**src/rtl/store_buffer.sv**
```systemverilog
// Store buffer: aligns byte/word (and optionally halfword) stores onto 32-bit RAM
// lanes and queues them in a DEPTH-entry FIFO drained by req/ack. Macro: STORE_HALF_EN.
module store_buffer #(
    parameter int unsigned DEPTH = 2
) (
    input  logic        clk,
    input  logic        rst,
    input  logic        store_valid,
    output logic        store_ready,
    input  logic [31:0] store_addr,
    input  logic [31:0] store_data,
    input  logic [3:0]  store_sel,
    output logic        ram_en,
    output logic [3:0]  ram_write_en,
    output logic [31:0] ram_addr,
    output logic [31:0] ram_write_data,
    input  logic        ram_ack,
    output logic        misalign_flag,
    output logic [31:0] misalign_addr,
    output logic        empty
);

    localparam int unsigned PW = (DEPTH > 1) ? $clog2(DEPTH) : 1;
    localparam int unsigned CW = PW + 1;
    localparam logic [CW-1:0] FULL_CNT = CW'(DEPTH);

    typedef enum logic [3:0] {
        SEL_BYTE = 4'b0001,
        SEL_HALF = 4'b0011,
        SEL_WORD = 4'b1111
    } sel_e;

    logic [29:0]   addr_q [DEPTH];
    logic [3:0]    we_q   [DEPTH];
    logic [31:0]   data_q [DEPTH];

    logic [PW-1:0] wr_ptr;
    logic [PW-1:0] rd_ptr;
    logic [CW-1:0] count;

    logic          accept;
    logic          push;
    logic          pop;
    logic          misalign;
    logic [1:0]    offs;
    logic [3:0]    align_we;
    logic [31:0]   align_data;

    assign store_ready = (count != FULL_CNT);
    assign empty       = (count == '0);
    assign ram_en      = !empty;
    assign accept      = store_valid && store_ready;
    assign pop         = ram_en && ram_ack;
    assign offs        = store_addr[1:0];

    // Accepted stores that fail alignment or carry an unknown width code are dropped here.
    always_comb begin
        push       = 1'b0;
        misalign   = 1'b0;
        align_we   = '0;
        align_data = '0;
        case (store_sel)
            SEL_BYTE: begin
                align_we   = 4'b0001 << offs;
                align_data = {4{store_data[7:0]}};
                push       = accept;
            end
            SEL_WORD: begin
                align_we   = 4'b1111;
                align_data = store_data;
                if (offs == 2'b00) begin
                    push = accept;
                end else begin
                    misalign = accept;
                end
            end
`ifdef STORE_HALF_EN
            SEL_HALF: begin
                align_we   = offs[1] ? 4'b1100 : 4'b0011;
                align_data = {2{store_data[15:0]}};
                if (!offs[0]) begin
                    push = accept;
                end else begin
                    misalign = accept;
                end
            end
`endif
            default: begin
                push     = 1'b0;
                misalign = 1'b0;
            end
        endcase
    end

    always_ff @(posedge clk) begin
        if (push) begin
            addr_q[wr_ptr] <= store_addr[31:2];
            we_q[wr_ptr]   <= align_we;
            data_q[wr_ptr] <= align_data;
        end
    end

    always_ff @(posedge clk or negedge rst) begin
        if (!rst) begin
            wr_ptr        <= '0;
            rd_ptr        <= '0;
            count         <= '0;
            misalign_flag <= 1'b0;
            misalign_addr <= '0;
        end else begin
            if (push) begin
                wr_ptr <= wr_ptr + PW'(1);
            end
            if (pop) begin
                rd_ptr <= rd_ptr + PW'(1);
            end
            if (push && !pop) begin
                count <= count + CW'(1);
            end else if (pop && !push) begin
                count <= count - CW'(1);
            end
            misalign_flag <= misalign;
            if (misalign) begin
                misalign_addr <= store_addr;
            end
        end
    end

    // Head fields are masked so stale FIFO contents never appear while idle.
    assign ram_addr       = ram_en ? {addr_q[rd_ptr], 2'b00} : '0;
    assign ram_write_en   = ram_en ? we_q[rd_ptr]             : '0;
    assign ram_write_data = ram_en ? data_q[rd_ptr]           : '0;

endmodule

```
**config.mk**
```make
export PLATFORM = sky130hd
export DESIGN_NAME = store_buffer
export DESIGN_NICKNAME = d
export VERILOG_FILES = /design/src/rtl/store_buffer.sv
export SDC_FILE = /design/constraint.sdc
export NUM_CORES = 1
export LEC_CHECK = 0
export CAP_MARGIN = 0
export CORE_MARGIN = 10
export CORE_UTILIZATION = 40
export DETAILED_ROUTE_END_ITERATION = 8
export HOLD_SLACK_MARGIN = 0.08
export PLACE_DENSITY = 0.67
export SLEW_MARGIN = 20
export SYNTH_ARGS = -nofsm -noshare
export SYNTH_HDL_FRONTEND = slang
export SYNTH_SLANG_ARGS = --single-unit
```
**constraint.sdc**
```tcl
create_clock -name clk -period 11.4 [get_ports clk]
set_clock_uncertainty 0.15 [all_clocks]
set_input_delay 2.28 -clock clk [delete_from_list [all_inputs] [get_ports clk]]
set_output_delay 2.28 -clock clk [all_outputs]
set_load 0.05 [all_outputs]
```
After elaboration in Yosys (flattened, before gate mapping)
Memory sizes are Yosys's and may differ from the RTL's.
Index checks and enable logic that the tools add are counted.
{"block": "word_totals", "register_bits": 37, "mem_bits_rw": 132, "input_bits": 72, "out_inout_bits": 104, "memories": 3}
{"block": "classes", "addsub": 4, "n_eq_ne": 3, "shifts": 1, "n_mux": 13, "reduce_logical": 10}
{"name": "data_q", "words": 2, "width": 32, "rd": 1, "rd_clocked_by_memory_dff": 0, "write_ports": 1, "line": "35", "rtl": "logic [31:0] data_q [DEPTH];"}
{"name": "addr_q", "words": 2, "width": 30, "rd": 1, "rd_clocked_by_memory_dff": 0, "write_ports": 1, "line": "33", "rtl": "logic [29:0] addr_q [DEPTH];"}
{"name": "we_q", "words": 2, "width": 4, "rd": 1, "rd_clocked_by_memory_dff": 0, "write_ports": 1, "line": "34", "rtl": "logic [3:0] we_q [DEPTH];"}
{"operator": "32-bit 2-to-1 mux", "count": 2}
{"operator": "32-bit case mux with 2 select lines", "count": 1}
{"operator": "4-bit case mux with 2 select lines", "count": 1}
{"operator": "1-bit 2-to-1 mux", "count": 5}
{"operator": "4-bit by 1-bit == test with 1-bit output (second input constant)", "count": 1}
{"operator": "4-bit == test (second input constant)", "count": 1}
{"operator": "1-bit logical AND", "count": 4}
{"operator": "2-bit zero test", "count": 2}
{"operator": "2-bit 2-to-1 mux", "count": 2}
{"operator": "4-bit 2-to-1 mux", "count": 1}
{"operator": "1-bit by 2-bit left shift with 4-bit output (first input constant)", "count": 1}
{"operator": "1-bit zero test", "count": 3}
{"operator": "1-bit adder (second input constant)", "count": 2}
{"operator": "2-bit by 1-bit adder with 2-bit output (second input constant)", "count": 1}
{"operator": "2-bit inequality test (second input constant)", "count": 1}
{"operator": "1-bit case mux with 2 select lines", "count": 1}
{"operator": "2-bit nonzero test", "count": 1}
{"operator": "2-bit by 1-bit subtractor with 2-bit output (second input constant)", "count": 1}

Logic depth before layout (Yosys ltp)
Gate-level depths: netlist of run 1.
{"block": "depth", "depth_word": 8, "depth_mapped": 8}

Worst setup path before layout of run 1
Ideal clock, no wire load.
{"block": "synth_timing", "kind": "input to register", "start": "input store_sel[1]", "end": "memory addr_q[1][0], enable pin", "setup_ns": 0.571, "arrival_ns": 7.426, "required_time_ns": 10.679, "setup_slack_ns": 3.253, "cell_stages": 3, "cell_sequence": "nor4b_1 > a21oi_1 > nor3_1"}
{"block": "synth_via", "elab_chain_cells": 4}
{"item": "start, declared", "line": "12", "rtl": "input logic [3:0] store_sel,"}
{"item": "4-bit == test or 4-bit by 1-bit == test with 1-bit output (tied branches)", "line": "62", "rtl": "case (store_sel)"}
{"item": "1-bit case mux with 2 select lines *", "line": "62"}
{"item": "1-bit 2-to-1 mux *", "line": "96", "rtl": "if (push) begin"}
{"item": "1-bit 2-to-1 mux (not written as such) *", "line": "97", "rtl": "addr_q[wr_ptr] <= store_addr[31:2];"}
{"item": "end, declared", "line": "33"}
Mark *: on every way between the ends. The rest lies on a longest branch, timed or not.

Final worst setup path of run 1
{"block": "layout_timing", "start": "input store_sel[2]", "end": "memory addr_q[0][15], enable pin"}
The elaborated chain is that of the path after synthesis.

==> summary.txt, run 1 <==
Yosys
  • Distinct cells, synth: 37
  • Sequential area share after synthesis: 70.44%
  • Post-Syn Area: 0.006942 mm^2
  • Yosys warns: 0
  • Yosys reg bits: 169
  • Mapped Cells: 464
  • Syn_area_per_cell: 14.96 um^2

Setup path
  • Crit path max fanout: 39
  • Worst EP required: 11300 ps
  • Worst EP arrival: 5570 ps
  • Setup CP Type: input pin to flop
  • Setup crit end kind: flop
  • Startpoint types: input pin

Placed design
  • Placer Congestion: 0.7723
  • I/O Buffers: 173
  • Hpwl dp: 11200 um

Timing
  • F_max: 0.1765 GHz
  • Hold Violations, Final: 0
  • Setup TNS: 0 ps
  • # setup viols final: 0
  • Crit path time final: 5665 ps
  • Final period util: 49.69%
  • RSZ-0062 raised after global routing: no
  • Worst slew pin tran: 1038 ps
  • Max Slew Vio Count: 0
  • Max transition margin: 30.83%

Routing
  • DRC violations left: 0
  • DR vias/cell: 4.839
  • Iteration-0 DRC Markers: 123
  • Routed vias: 4239
  • Final ANT Viol Nets: 0
  • WL/cell: 18.87 um
  • Drt pass-1 iters: 7
  • Detailed-route wire length: 16530 um

Global route
  • Vias in the first global route: 4552
  • Initial antenna violation count: 1
  • First-pass GRT wire length: 24960 um
  • Total gr overflow: 0
  • GRT Resource Usage Total: 14.28%
  • Pin count of the biggest net entering global routing: 68

Floorplanning
  • Die ar.: 0.02302 mm^2
  • Die Wd: 151.7 um
  • Number of I/O pins: 176
  • Chip Height: 151.7 um
  • Row cnt: 48
  • Starting Density: 40.41%
  • Core Footprint: 0.01718 mm^2

Layout
  • Layout cells sized above 1: 11.54%
  • Filler instances: 1413
  • Area Growth Syn to Fin: 37.17%
  • Final net count: 712

Run
  • Max-Cap Viols: 0

Clock network
  • CTS tree: done
  • Setup Fix Bufs, Post-CTS: 0
  • Root Driver: clkbuf_16
  • Clock sink total: 169
  • # hold bufs at CTS: 0
  • Cts bufs inserted: 17
  • # resized after CTS: 0
  • Htree depth: 4
  • CTS Buffer Depth: 2
  • Clock Latency Late Sink: 420 ps
  • CTS clk-pin slew, worst paths: 60 ps

Power and ir drop
  • LEAKAGE: 3.846 nW
  • Power density cells: 281.7 mW/mm^2
  • VDD IR max: 0.0001632 V
  • Power Total: 0.002682 W

Worst hold path
  • Hold crit path type: flop to flop

Run status
  • Status: complete, no violations
==> cells in the mapped netlist, drive strengths merged <==
cell,n,area (um^2)
and2b,1,7.510
dfrtp,37,925.9
and2,8,50.05
nand4,4,31.28
inv,5,18.77
nand3b,1,7.510
or3,1,6.260
or4,1,11.26
nand3,3,15.01
mux2,30,446.7
a31oi,1,6.260
buf,12,113.9
edfxtp,132,3964
o21a,1,7.510
xor2,2,17.52
nor4b,1,8.760
and4,1,8.760
or2,1,6.260
nor3,2,10.01
ha,1,12.51
a21oi,1,5.000
o21ai,1,5.000
nand2,61,229.0
nor2,70,262.8
conb,1,3.750
xnor2,2,17.52
mux2i,66,660.6
a21boi,1,7.510
a22o,2,17.52
o2bb2ai,1,8.760
clkbuf,13,48.80
==> layout make-up <==
cell class	count	area [um^2]	area share (%)
Antenna cell	1	2.502	0.02628
Clock buffer	17	425.4	4.468
Clock inverter	13	202.7	2.129
Inverter	5	18.77	0.1971
Multi-Input combinational cell	266	1893	19.88
Sequential cell	169	4893	51.39
Tap cell	225	281.5	2.957
Timing Repair Buffer	180	1804	18.95
==> final timing paths <==
path                               from                to  slack (ps)  cells past startpoint
min reg2reg                    count[1]          count[1]         340                      1
max                        store_sel[2]     addr_q[0][15]        5740                      5
min                            count[1]          count[1]         340                      1
min in group asynchronous           rst  misalign_addr[7]        1840                      1
max in group asynchronous           rst            rd_ptr        8610                      1
max reg2reg                    count[0]     addr_q[0][15]        8570                      5
==> sequential cells by signal (all words and copies together), names as in the netlist <==
| signal | cells |
|---|---|
| addr_q | 60 |
| we_q | 8 |
| data_q | 64 |
| misalign_flag | 1 |
| wr_ptr | 1 |
| misalign_addr | 32 |
| rd_ptr | 1 |
| count | 2 |
==> critical path, stage by stage <==
cell             delay (ps)
clkdlybuf4s50_1         570
and4_1                  920
a21oi_1                 360
nor2_4                  770
buf_4                   600
==> routing by layer <==
metal	vias to the layer above	GRT usage, %	part of all wire, %
li1	1996	-	-
met1	2083	16.76	41
met2	143	23.56	49
met3	17	5.316	8.9
met4	0	5.005	1.4
met5	-	0	0
==> power by group <==
| part | switching, W | leakage (nW) | total, W | internal [W] |
|---|---|---|---|---|
| sequential | 0.0000494 | 1.67 | 0.000777 | 0.000727 |
| combinational | 0.000843 | 1.87 | 0.00129 | 0.000447 |
| clock | 0.000229 | 0.305 | 0.000615 | 0.000385 |
==> metrics by stage <==
| stage | cell area (um^2) | cells | setup WS [ps] | hold WS (ps) | utilization (%) |
|---|---|---|---|---|---|
| after detailed placement | 8851 | 843 | 5233 | 328.9 | 51.53 |
| after global routing | 9522 | 876 | 5492 | 350.2 | 55.43 |
| after CTS | 9479 | 873 | 5675 | 338.6 | 55.19 |
| final | 9522 | 876 | 5735 | 335.8 | 55.43 |
| after floorplan | 6945 | 465 | 3253 | 298.9 | - |
| after global placement | 8851 | 843 | 5365 | 316.2 | 51.53 |
==> kinds of logic after synthesis <==
family          share of synthesized area (%)
simple gates                            9.427
xor+xnor                               0.5048
mux                                     15.95
fa+ha+maj                              0.1802
compound gates                         0.8292
other cells                           0.05402
flops                                   70.44
buf+inv                                 2.614
==> cells in the final DEF (no fill, tap or decap), types with 2 or more instances in the layout <==
master | synthesis | final
and2_1 | 8 | 8
clkinv_2 | 0 | 4
nand3_1 | 3 | 3
bufinv_16 | 0 | 5
inv_1 | 5 | 4
nand2_1 | 61 | 61
a22o_1 | 2 | 2
xor2_1 | 2 | 2
clkbuf_16 | 0 | 17
nand4_1 | 3 | 3
dfrtp_1 | 37 | 36
xnor2_1 | 2 | 2
conb_1 | 1 | 2
clkinvlp_4 | 0 | 2
nor2_1 | 70 | 69
mux2_4 | 29 | 29
buf_12 | 3 | 2
clkdlybuf4s50_1 | 0 | 172
buf_4 | 2 | 5
edfxtp_1 | 132 | 132
mux2i_1 | 66 | 66
Note: power is estimated with default switching activity, not from simulation.
==> inputs of run 2 (changes only) <==
Settings changed: PLACE_DENSITY 0.67 to 0.7.
Clock period 11.4 ns to 5.15 ns, I/O delays scaled along.
==> run 2 against run 1 <==
Die area stayed put. Global-route usage barely moved. Non-clock buffer count is 1 lower. Final cell count decreased by 0.11%. Largest power group unchanged.
==> summary.txt, run 2 (synthesis results as in run 1) <==
Timing
  • F_max: 0.2390 GHz
  • Final period util: 81.26%
  • Crit path time final: 4185 ps
  • # setup viols final: 0 (unchanged)
  • Worst hold slack: 336.6 ps (was 335.8 ps)
  • Setup TNS: 0 ps (unchanged)
  • RSZ-0062 raised after global routing: no (unchanged)
  • Worst slew pin tran: 931.2 ps (was 1038 ps)
  • Max Slew Vio Count: 0 (unchanged)
  • Max transition margin: 37.92% (was 30.83%)
  • Hold Violations, Final: 0 (unchanged)

Layout
  • Area Growth Syn to Fin: 36.82% (was 37.17%)
  • Top Registers: data_q (64), addr_q (60), misalign_addr (32) (unchanged)
  • # diodes: 0 (was 1)
  • Filler-free cell count of the finished design: 875 (was 876)
  • Commonest non-fill, non-tap cell in the layout: clkdlybuf4s50_1 (unchanged)
  • Layout cells sized above 1: 11.54% (unchanged)
  • Final net count: 711 (was 712)
  • Max reg flops: 64 (unchanged)
  • Most frequent cells in the layout: 172 x clkdlybuf4s50_1, 132 x edfxtp_1, 69 x nor2_1 (unchanged)
  • Biggest register: data_q (unchanged)
  • Filler instances: 1452 (was 1413)

Clock network
  • # resized after CTS: 0 (unchanged)
  • Root Driver: clkbuf_16 (unchanged)
  • CTS Buffer Depth: 2 (unchanged)
  • # hold bufs at CTS: 0 (unchanged)
  • Clock sink total: 169 (unchanged)
  • CTS tree: done (unchanged)
  • Htree depth: 4 (unchanged)
  • Setup Fix Bufs, Post-CTS: 0 (unchanged)
  • Clock Latency Late Sink: 410 ps (was 420 ps)
  • Cts bufs inserted: 17 (unchanged)
  • CTS clk-pin slew, worst paths: 60 ps (about the same)

Floorplanning
  • Row cnt: 48 (unchanged)
  • Core Footprint: 0.01718 mm^2 (unchanged)
  • Starting Density: 40.41% (unchanged)
  • Die Wd: 151.7 um (unchanged)
  • Chip Height: 151.7 um (unchanged)
  • Number of I/O pins: 176 (unchanged)
  • Die ar.: 0.02302 mm^2 (unchanged)

Setup path
  • Cell depth of the worst flop-to-flop path: 5 (unchanged)
  • CP bufs+invs: 2 (unchanged)
  • CP cell instances: or2_2 > clkinv_2 > nor2_1 > clkdlybuf4s50_1 (was clkdlybuf4s50_1 > and4_1 > a21oi_1 > nor2_4 > buf_4)
  • WP depth: 4 (was 5)
  • CP delay by family, top: buffers and inverters (was simple AND/OR/NAND/NOR gates)
  • Worst EP arrival: 3000 ps (was 5570 ps)
  • Startpoint types: flop (was input pin)
  • Reg-to-reg critical path endpoint: data_q[0][26] (was addr_q[0][15])
  • Crit path max fanout: 67 (was 39)
  • Setup CP Type: flop to primary output (was input pin to flop)
  • R2R setup slack: 2730 ps (was 8570 ps)
  • Reg2reg start: count[0] (unchanged)
  • Worst EP required: 3970 ps (was 11300 ps)
  • Crit path max-delay cell type: clkdlybuf4s50_1 (was and4_1)
  • Setup crit end kind: primary output (was flop)
  • Max incr delay on CP: 860 ps (was 920 ps)

Global route
  • Pin count of the biggest net entering global routing: 68 (unchanged)
  • Vias in the first global route: 4601 (was 4552)
  • First-pass GRT wire length: 25320 um (was 24960 um)
  • Total gr overflow: 0 (unchanged)
  • Initial antenna violation count: 0 (was 1)
  • GRT Resource Usage Total: 14.30% (was 14.28%)

Run status
  • Status: complete, no violations (unchanged)

Worst hold path
  • Hold path start: count[1] (unchanged)
  • Hold depth: 1 (unchanged)
  • Hold crit path type: flop to flop (unchanged)
  • Worst Hold End: count[1] (unchanged)

Routing
  • DRC violations left: 0 (unchanged)
  • Routed vias: 4221 (was 4239)
  • Met3 wire len: 1424 um (was 1479 um)
  • WL/cell: 18.70 um (was 18.87 um)
  • Drt pass-1 iters: 5 (was 7)
  • M1 WL: 6551 um (was 6711 um)
  • Detailed-route wire length: 16370 um (was 16530 um)
  • Iteration-0 DRC Markers: 178 (was 123)
  • DR vias/cell: 4.824 (was 4.839)
  • Highest routed metal layer: met4 (unchanged)
  • Routed wl met2: 8211 um (was 8108 um)
  • Final ANT Viol Nets: 0 (unchanged)

Power and ir drop
  • LEAKAGE: 3.829 nW (was 3.846 nW)
  • Power Total: 0.005826 W (was 0.002682 W)
  • VDD IR max: 0.0003297 V (was 0.0001632 V)
  • Power density cells: 613.4 mW/mm^2 (was 281.7 mW/mm^2)

Placed design
  • # placed instances: 844 (was 843)
  • Hpwl dp: 11550 um (was 11200 um)
  • Placer Congestion: 0.7379 (was 0.7723)
  • I/O Buffers: 173 (unchanged)

Run
  • Max-Cap Viols: 0 (unchanged)
## run 2: changes by cell type in the layout (fill, tap and decap cells not counted), sizes merged
cell      previous run  this run
clkbuf              17        21
diode                1         0
bufinv               5         2
clkinv               5         6
buf                  8         7
inv                  6         4
clkinvlp             2         3
## run 2: power breakdown
group / switching, W / total, W / internal [W]
Sequential: 0.000142 / 0.00175 / 0.00161
Combinational: 0.00183 / 0.00281 / 0.000979
Clock: 0.000506 / 0.00127 / 0.000764
## run 2: worst max-delay path by stage
stage | start | to | slack, ps
final | count[0] | ram_write_en[0] | 970
after global routing | count[0] | ram_write_en[0] | 710
after CTS | count[0] | empty | 900
after detailed placement | store_sel[3] | data_q[0][20] | 1270
after global placement | store_sel[2] | data_q[0][16] | 1310
after floorplan | store_sel[1] | addr_q[0][0] | 20
## run 2: final cells by class
class | instances | area (um^2) | share of cell area [%]
clock buffers | 21 | 480.5 | 5.059
repair buffers | 179 | 1804 | 19.00
flip-flops and latches | 169 | 4893 | 51.52
well taps | 225 | 281.5 | 2.964
clock inverters | 10 | 118.9 | 1.251
inverters | 5 | 20.02 | 0.2108
multi-input cells | 266 | 1899 | 20.00
## run 2: metal layers
layer / vias to the layer above / track usage, %
met1: 2074 / 16.85
met2: 134 / 23.63
met3: 16 / 5.910
li1: 1997 / -
met5: - / 0
met4: 0 / 3.861
## run 2: worst register-to-register path: cells and delay by family, from the launching register on
family,cells,cell delay [ps]
buf+inv,2,510
flops,1,410
simple gates,3,980
## run 2: metrics by stage
stage / setup slack (ps) / instance area [um^2] / utilization [%]
6_report: 965.2 / 9498 / 55.30
3_5_place_dp: 1273 / 8897 / 51.80
5_1_grt: 714.3 / 9498 / 55.30
2_1_floorplan: 20.11 / 6950 / -
4_1_cts: 899.2 / 9497 / 55.29
3_3_place_gp: 1306 / 8870 / 51.64
